<file path="config.mk">
export PLATFORM = sky130hd
export DESIGN_NAME = rv_mem_arbiter
export DESIGN_NICKNAME = d
export VERILOG_FILES = /design/src/rtl/rv_mem_arbiter.sv
export SDC_FILE = /design/constraint.sdc
export NUM_CORES = 1
export LEC_CHECK = 0
export BUFFER_PORTS_ARGS = -buffer_cell sky130_fd_sc_hd__buf_4
export CAP_MARGIN = 15
export CORE_AREA = 2 2 119 121
export DETAILED_ROUTE_END_ITERATION = 7
export DIE_AREA = 0 0 121 123
export PLACE_DENSITY = 0.75
export SKIP_CTS_REPAIR_TIMING = 1
export SKIP_LAST_GASP = 1
export SYNTH_ARGS = -nofsm -noshare
export SYNTH_HDL_FRONTEND = slang
export SYNTH_SLANG_ARGS = --single-unit
</file>
<file path="constraint.sdc">
create_clock -name clk -period 3.3 [get_ports clk]
set_clock_uncertainty 0.15 [all_clocks]
set_input_delay 0.495 -clock clk [delete_from_list [all_inputs] [get_ports clk]]
set_output_delay 0.495 -clock clk [all_outputs]
set_load 0.1 [all_outputs]
</file>
<file path="src/rtl/rv_mem_arbiter.sv">
// rv_mem_arbiter: lets the instruction-fetch port and the data port of a core
// share one memory. One transaction is outstanding at a time. Responses are
// steered back only to the port that was granted. A watchdog aborts any
// transaction the memory leaves unanswered.
//
//   state | meaning
//   ------+-------------------------------------------------------------
//   IDLE  | no transaction; sample both requests and grant one
//   ADDR  | request presented to memory, waiting for MemAddress_rsp
//   DATA  | address accepted, waiting for MemData_rsp
module rv_mem_arbiter #(
  parameter bit          ROUND_ROBIN = 1'b0,
  parameter int unsigned TIMEOUT     = 255,
  parameter logic [31:0] ERR_DATA    = 32'hDEAD_BEEF
) (
  input  logic        clk,
  input  logic        rst,
  // instruction-fetch requester
  input  logic        IMemAddress_vld,
  input  logic [31:0] IMemAddress,
  output logic        IMemAddress_rsp,
  output logic        IMemData_rsp,
  output logic [31:0] IMemReadData,
  // data requester
  input  logic        DMemAddress_vld,
  input  logic [31:0] DMemAddress,
  input  logic        DMemOp,
  input  logic [1:0]  DMemOpSize,
  input  logic        DMemWData_vld,
  input  logic [31:0] DMemWriteData,
  output logic        DMemAddress_rsp,
  output logic        DMemData_rsp,
  output logic [31:0] DMemReadData,
  // shared memory
  output logic        MemAddress_vld,
  output logic [31:0] MemAddress,
  output logic        MemOp,
  output logic [1:0]  MemOpSize,
  output logic        MemWData_vld,
  output logic [31:0] MemWriteData,
  input  logic        MemAddress_rsp,
  input  logic        MemData_rsp,
  input  logic [31:0] MemReadData,
  // watchdog reporting
  output logic        bus_err,
  output logic [31:0] err_addr
);

  typedef enum logic [1:0] {
    IDLE = 2'd0,
    ADDR = 2'd1,
    DATA = 2'd2
  } state_t;

  // Everything presented to the memory is held in one register so it can be
  // latched at grant and cleared as a unit when the transaction ends.
  typedef struct packed {
    logic        vld;
    logic [31:0] addr;
    logic        op;
    logic [1:0]  size;
    logic        wvld;
    logic [31:0] wdata;
  } mem_req_t;

  localparam logic [15:0] TIMEOUT_CNT = 16'(TIMEOUT);
  localparam logic [1:0]  FETCH_SIZE  = 2'b11;

  state_t      state;
  mem_req_t    req_q;
  logic        grant_d;       // 1: data port owns the current transaction
  logic        last_grant_d;  // 1: data port won the previous grant
  logic [15:0] wdog;
  logic [31:0] err_addr_q;

  logic        busy;
  logic        any_req;
  logic        pick_d;
  logic        data_done;
  logic        expire;
  logic        addr_ack;
  logic        resp;
  logic [31:0] rsp_data;
  logic        sel_i;
  logic        sel_d;

  assign busy    = (state != IDLE);
  assign any_req = IMemAddress_vld | DMemAddress_vld;

  // Data wins a tie unless round-robin is on and data had the last grant.
  assign pick_d = DMemAddress_vld &
                  (~IMemAddress_vld | ~ROUND_ROBIN | ~last_grant_d);

  // A data response only counts once the address has been (or is being)
  // accepted; a stray MemData_rsp in ADDR on its own is ignored.
  assign data_done = ((state == DATA) & MemData_rsp) |
                     ((state == ADDR) & MemAddress_rsp & MemData_rsp);

  // Normal completion in the expiry cycle takes precedence over the abort.
  assign expire   = busy & (wdog == TIMEOUT_CNT) & ~data_done;
  assign addr_ack = (state == ADDR) & (MemAddress_rsp | expire);
  assign resp     = data_done | expire;
  assign rsp_data = expire ? ERR_DATA : MemReadData;

  assign sel_i = busy & ~grant_d;
  assign sel_d = busy &  grant_d;

  // Response steering: only the granted port ever sees a pulse or data.
  assign IMemAddress_rsp = sel_i & addr_ack;
  assign IMemData_rsp    = sel_i & resp;
  assign IMemReadData    = (sel_i & resp) ? rsp_data : 32'h0;
  assign DMemAddress_rsp = sel_d & addr_ack;
  assign DMemData_rsp    = sel_d & resp;
  assign DMemReadData    = (sel_d & resp) ? rsp_data : 32'h0;

  assign bus_err  = expire;
  assign err_addr = err_addr_q;

  assign MemAddress_vld = req_q.vld;
  assign MemAddress     = req_q.addr;
  assign MemOp          = req_q.op;
  assign MemOpSize      = req_q.size;
  assign MemWData_vld   = req_q.wvld;
  assign MemWriteData   = req_q.wdata;

  // Arbitration FSM: grant, present the request, wait for the memory, abort on watchdog expiry.
  always_ff @(posedge clk) begin
    if (rst) begin
      state        <= IDLE;
      req_q        <= '0;
      grant_d      <= 1'b0;
      last_grant_d <= 1'b0;
      wdog         <= 16'h0;
      err_addr_q   <= 32'h0;
    end else begin
      case (state)
        IDLE: begin
          if (any_req) begin
            grant_d      <= pick_d;
            last_grant_d <= pick_d;
            wdog         <= 16'h0;
            state        <= ADDR;
            req_q.vld    <= 1'b1;
            if (pick_d) begin
              req_q.addr  <= DMemAddress;
              req_q.op    <= DMemOp;
              req_q.size  <= DMemOpSize;
              req_q.wvld  <= DMemWData_vld;
              req_q.wdata <= DMemWriteData;
            end else begin
              req_q.addr  <= IMemAddress;
              req_q.op    <= 1'b0;
              req_q.size  <= FETCH_SIZE;
              req_q.wvld  <= 1'b0;
              req_q.wdata <= 32'h0;
            end
          end
        end

        ADDR, DATA: begin
          wdog <= wdog + 16'd1;
          if (expire) begin
            err_addr_q <= req_q.addr;
            req_q      <= '0;
            state      <= IDLE;
          end else if (data_done) begin
            req_q <= '0;
            state <= IDLE;
          end else if ((state == ADDR) && MemAddress_rsp) begin
            req_q.vld  <= 1'b0;
            req_q.wvld <= 1'b0;
            state      <= DATA;
          end
        end

        default: begin
          req_q <= '0;
          state <= IDLE;
        end
      endcase
    end
  end

endmodule

</file>
==> impl_metrics.tcl <==
set metrics [dict create \
    max-cap-violations 0 \
    ys.flop_type "dfxtp_1" \
    synth_area_leaders "dfxtp_1 42%, mux2_2 6.6%, o21a_1 6.5%" \
    fin_nets 1048 \
    r2r-start "MemAddress_vld$_SDFFE_PP0P_" \
    synth_top_area_frac 0.4232 \
    syn_nets 763 \
    ys_async_sr_fraction 0 \
    clockBufferDepth 2 \
    status "finished, final reports clean" \
    period_needed_ps 3169 \
    rsz0062_at_grt "false" \
    core_area_um2 13610 \
    routabilityCongestion 0.8033 \
    finalCritPeriodShare 0.9602 \
    final_cell_area_um2 8857 \
    clkLatencyLatePin_ps 410 \
    grt_pass1_vias 5482 \
    portBuffers 307 \
    synth_area_um2 5629 \
    hold_class "input port to flip-flop" \
    htree_levels 4 \
    synth_edf_count 0 \
    placed_area_um2 8173 \
    leakage_uw 0.003914 \
    syn2layout_area_growth_pct 57.35 \
    grt_usage 0.2501 \
    r2r_end "MemAddress[10]$_SDFFE_PP0P_" \
    grt_pass1_wl_um 28920 \
    utilization 0.6507 \
    die_area_um2 14880 \
    setup_viol 0 \
    max_freq_mhz 315.6 \
    tritoncts "yes" \
    dp_hpwl_um 14230 \
    hold_path_end "MemWriteData[17]$_SDFFE_PP0P_" \
    cp_data_required_time_ps 2650 \
    synth.most_common_cell "dfxtp_1" \
    yosysWarningCount 0 \
    drc 0 \
    drv_slew 0 \
    critPathBufInv 3 \
    finalPower_uw 8102 \
    cp_max_fo 25 \
    die_w_um 121 \
    grt_start_max_net_pins 66 \
    worstMarginPinSlew_ps 706.0 \
    cp.depth 8 \
    holdPathStages 2 \
    num_vias 5867 \
    rrSetupSlack_ps 620 \
    synth_top_area_cell "dfxtp_1" \
    clk_pin_slew_worst_paths_ps 60 \
    ff2ff_path_depth 8 \
    drtIter0Drc 239 \
    yosys-top-cells-count "119 x dfxtp_1, 77 x nand2_1, 49 x o21a_1, 43 x a21oi_1, 40 x o21ai_0" \
    cp_slowest_cell "dfxtp_4" \
    initial_core_util 0.4135 \
    worstHoldStart "DMemWriteData[17]" \
    grt_antenna_before_repair 1 \
    drive_above_1_share 0.4619 \
    totalNegativeSetupSlack_ps 0 \
    seq_area_frac_synth 0.4232 \
    multi_input_area_um2 3077 \
    cts_inserted_buffers 17 \
    core.rowCount 43 \
    drt_wl_total_um 19420 \
    nFillCells 1189 \
    detail-route-antenna-nets 0 \
    grt-ovfl-total 0 \
    finalHoldViolCount 0 \
    powerDensity_nw_per_um2 914.8 \
    cp_top_family "buffers and inverters" \
    critPathKind "flip-flop to output pin" \
    synth_cell_types 43 \
    seq_area_um2 2386 \
    wire_per_inst_um 17.67 \
    vias_per_cell 5.338 \
    max-vdd-ir-drop_uv 604.0 \
    critPathLaunchType "flip-flop" \
    arrival_ps 2520 \
    maxSlewHeadroom 0.5293 \
    dr.pass1.iters 5 \
    synth_area_per_cell_um2 9.079 \
    num_io_pins 308 \
    die_y_um 123 \
    endpoint_kind "output pin" \
    cpPeakStageDelay_ps 360 \
    yosys_register_bits 119 \
    cts_root_buffer "clkbuf_16" \
    cts.sinks 119 \
    path_cells "inv_1 -> ha_1 -> and4bb_1 -> nand4_1 -> a21oi_2 -> buf_6 -> o21a_1 -> buf_4" \
    syn_inst 620 \
]
[metrics by stage]
stage / hold WS [ps] / cells / worst slack [ps]
2_1_floorplan: 297.4 / 620 / -64.74
5_1_grt: 133.6 / 1099 / 10.99
3_5_place_dp: 306.5 / 1066 / 502.1
6_report: 141.1 / 1099 / 131.5
4_1_cts: 128.5 / 1098 / 59.00
3_3_place_gp: 296.6 / 1066 / 542.0
[worst max-delay path by stage]
stage	startpoint	endpoint
2_1_floorplan	MemAddress_vld$_SDFFE_PP0P_	DMemReadData[10]
6_report	MemAddress_vld$_SDFFE_PP0P_	DMemReadData[7]
4_1_cts	MemAddress_vld$_SDFFE_PP0P_	DMemReadData[7]
5_1_grt	state[1]$_SDFFE_PP0P_	DMemReadData[7]
3_5_place_dp	MemAddress_vld$_SDFFE_PP0P_	DMemReadData[7]
3_3_place_gp	MemAddress_vld$_SDFFE_PP0P_	DMemReadData[7]
[kinds of logic (layout without fill, tap and decap cells)]
logic type	Yosys count	in the layout	share of synthesized area
and+or+nand+nor	175	175	0.1507
AOI/OAI and AO/OA	181	181	0.2229
buffers and inverters	66	364	0.05468
adders and majority gates	5	5	0.01111
DFF	119	119	0.4232
other	0	1	0
xor gates and xnor gates	7	7	0.01089
muxes	67	67	0.1265
[where the power goes]
part           leakage [µW]  switching [µW]  internal, µW  total, µW
clock              0.000325             646          1430       2070
sequential         0.000969             226          1740       1960
combinational       0.00262            3150           916       4070
total               0.00391            4020          4080       8100
[placed cells by master (no fill, tap or decap), types with 4 or more instances in the layout]
| cell | count |
|---|---|
| nor2_1 | 14 |
| or4_1 | 4 |
| a32o_1 | 33 |
| mux2i_1 | 34 |
| dfxtp_1 | 118 |
| o31ai_1 | 4 |
| clkinv_2 | 5 |
| a21oi_1 | 43 |
| xnor2_1 | 7 |
| ha_1 | 5 |
| nand3_1 | 38 |
| o21a_4 | 15 |
| o21ai_0 | 38 |
| o21a_2 | 6 |
| clkbuf_16 | 17 |
| nand2_1 | 77 |
| and2_1 | 9 |
| buf_4 | 319 |
| mux2_2 | 33 |
| and3_1 | 9 |
| or3_1 | 6 |
| o21a_1 | 28 |
| bufinv_16 | 6 |
| inv_1 | 7 |
[metal layers]
layer | part of all wire | up-vias | GRT usage
li1 | - | 2810 | -
met1 | 0.37 | 2777 | 0.2776
met2 | 0.53 | 261 | 0.4501
met3 | 0.092 | 19 | 0.08256
met4 | 0.015 | 0 | 0.08285
met5 | 0 | - | 0
[sequential cells by signal, summed over array words and instances, names as in the netlist]
signal and count:
MemAddress 32, MemWriteData 32, err_addr 32, wdog 16, MemOpSize 2, MemAddress_vld 1
MemOp 1, MemWData_vld 1, grant_d 1, state 1
[final cells by class]
type | instances | share of cell area
Timing Repair Buffer | 324 | 0.2787
Clock inverter | 14 | 0.02585
Inverter | 8 | 0.003390
Multi-Input combinational cell | 435 | 0.3474
Sequential cell | 119 | 0.2694
Tap cell | 180 | 0.02543
Clock buffer | 18 | 0.04958
Antenna cell | 1 | 0.0002825
No activity file was read; power rests on OpenSTA's default activity.
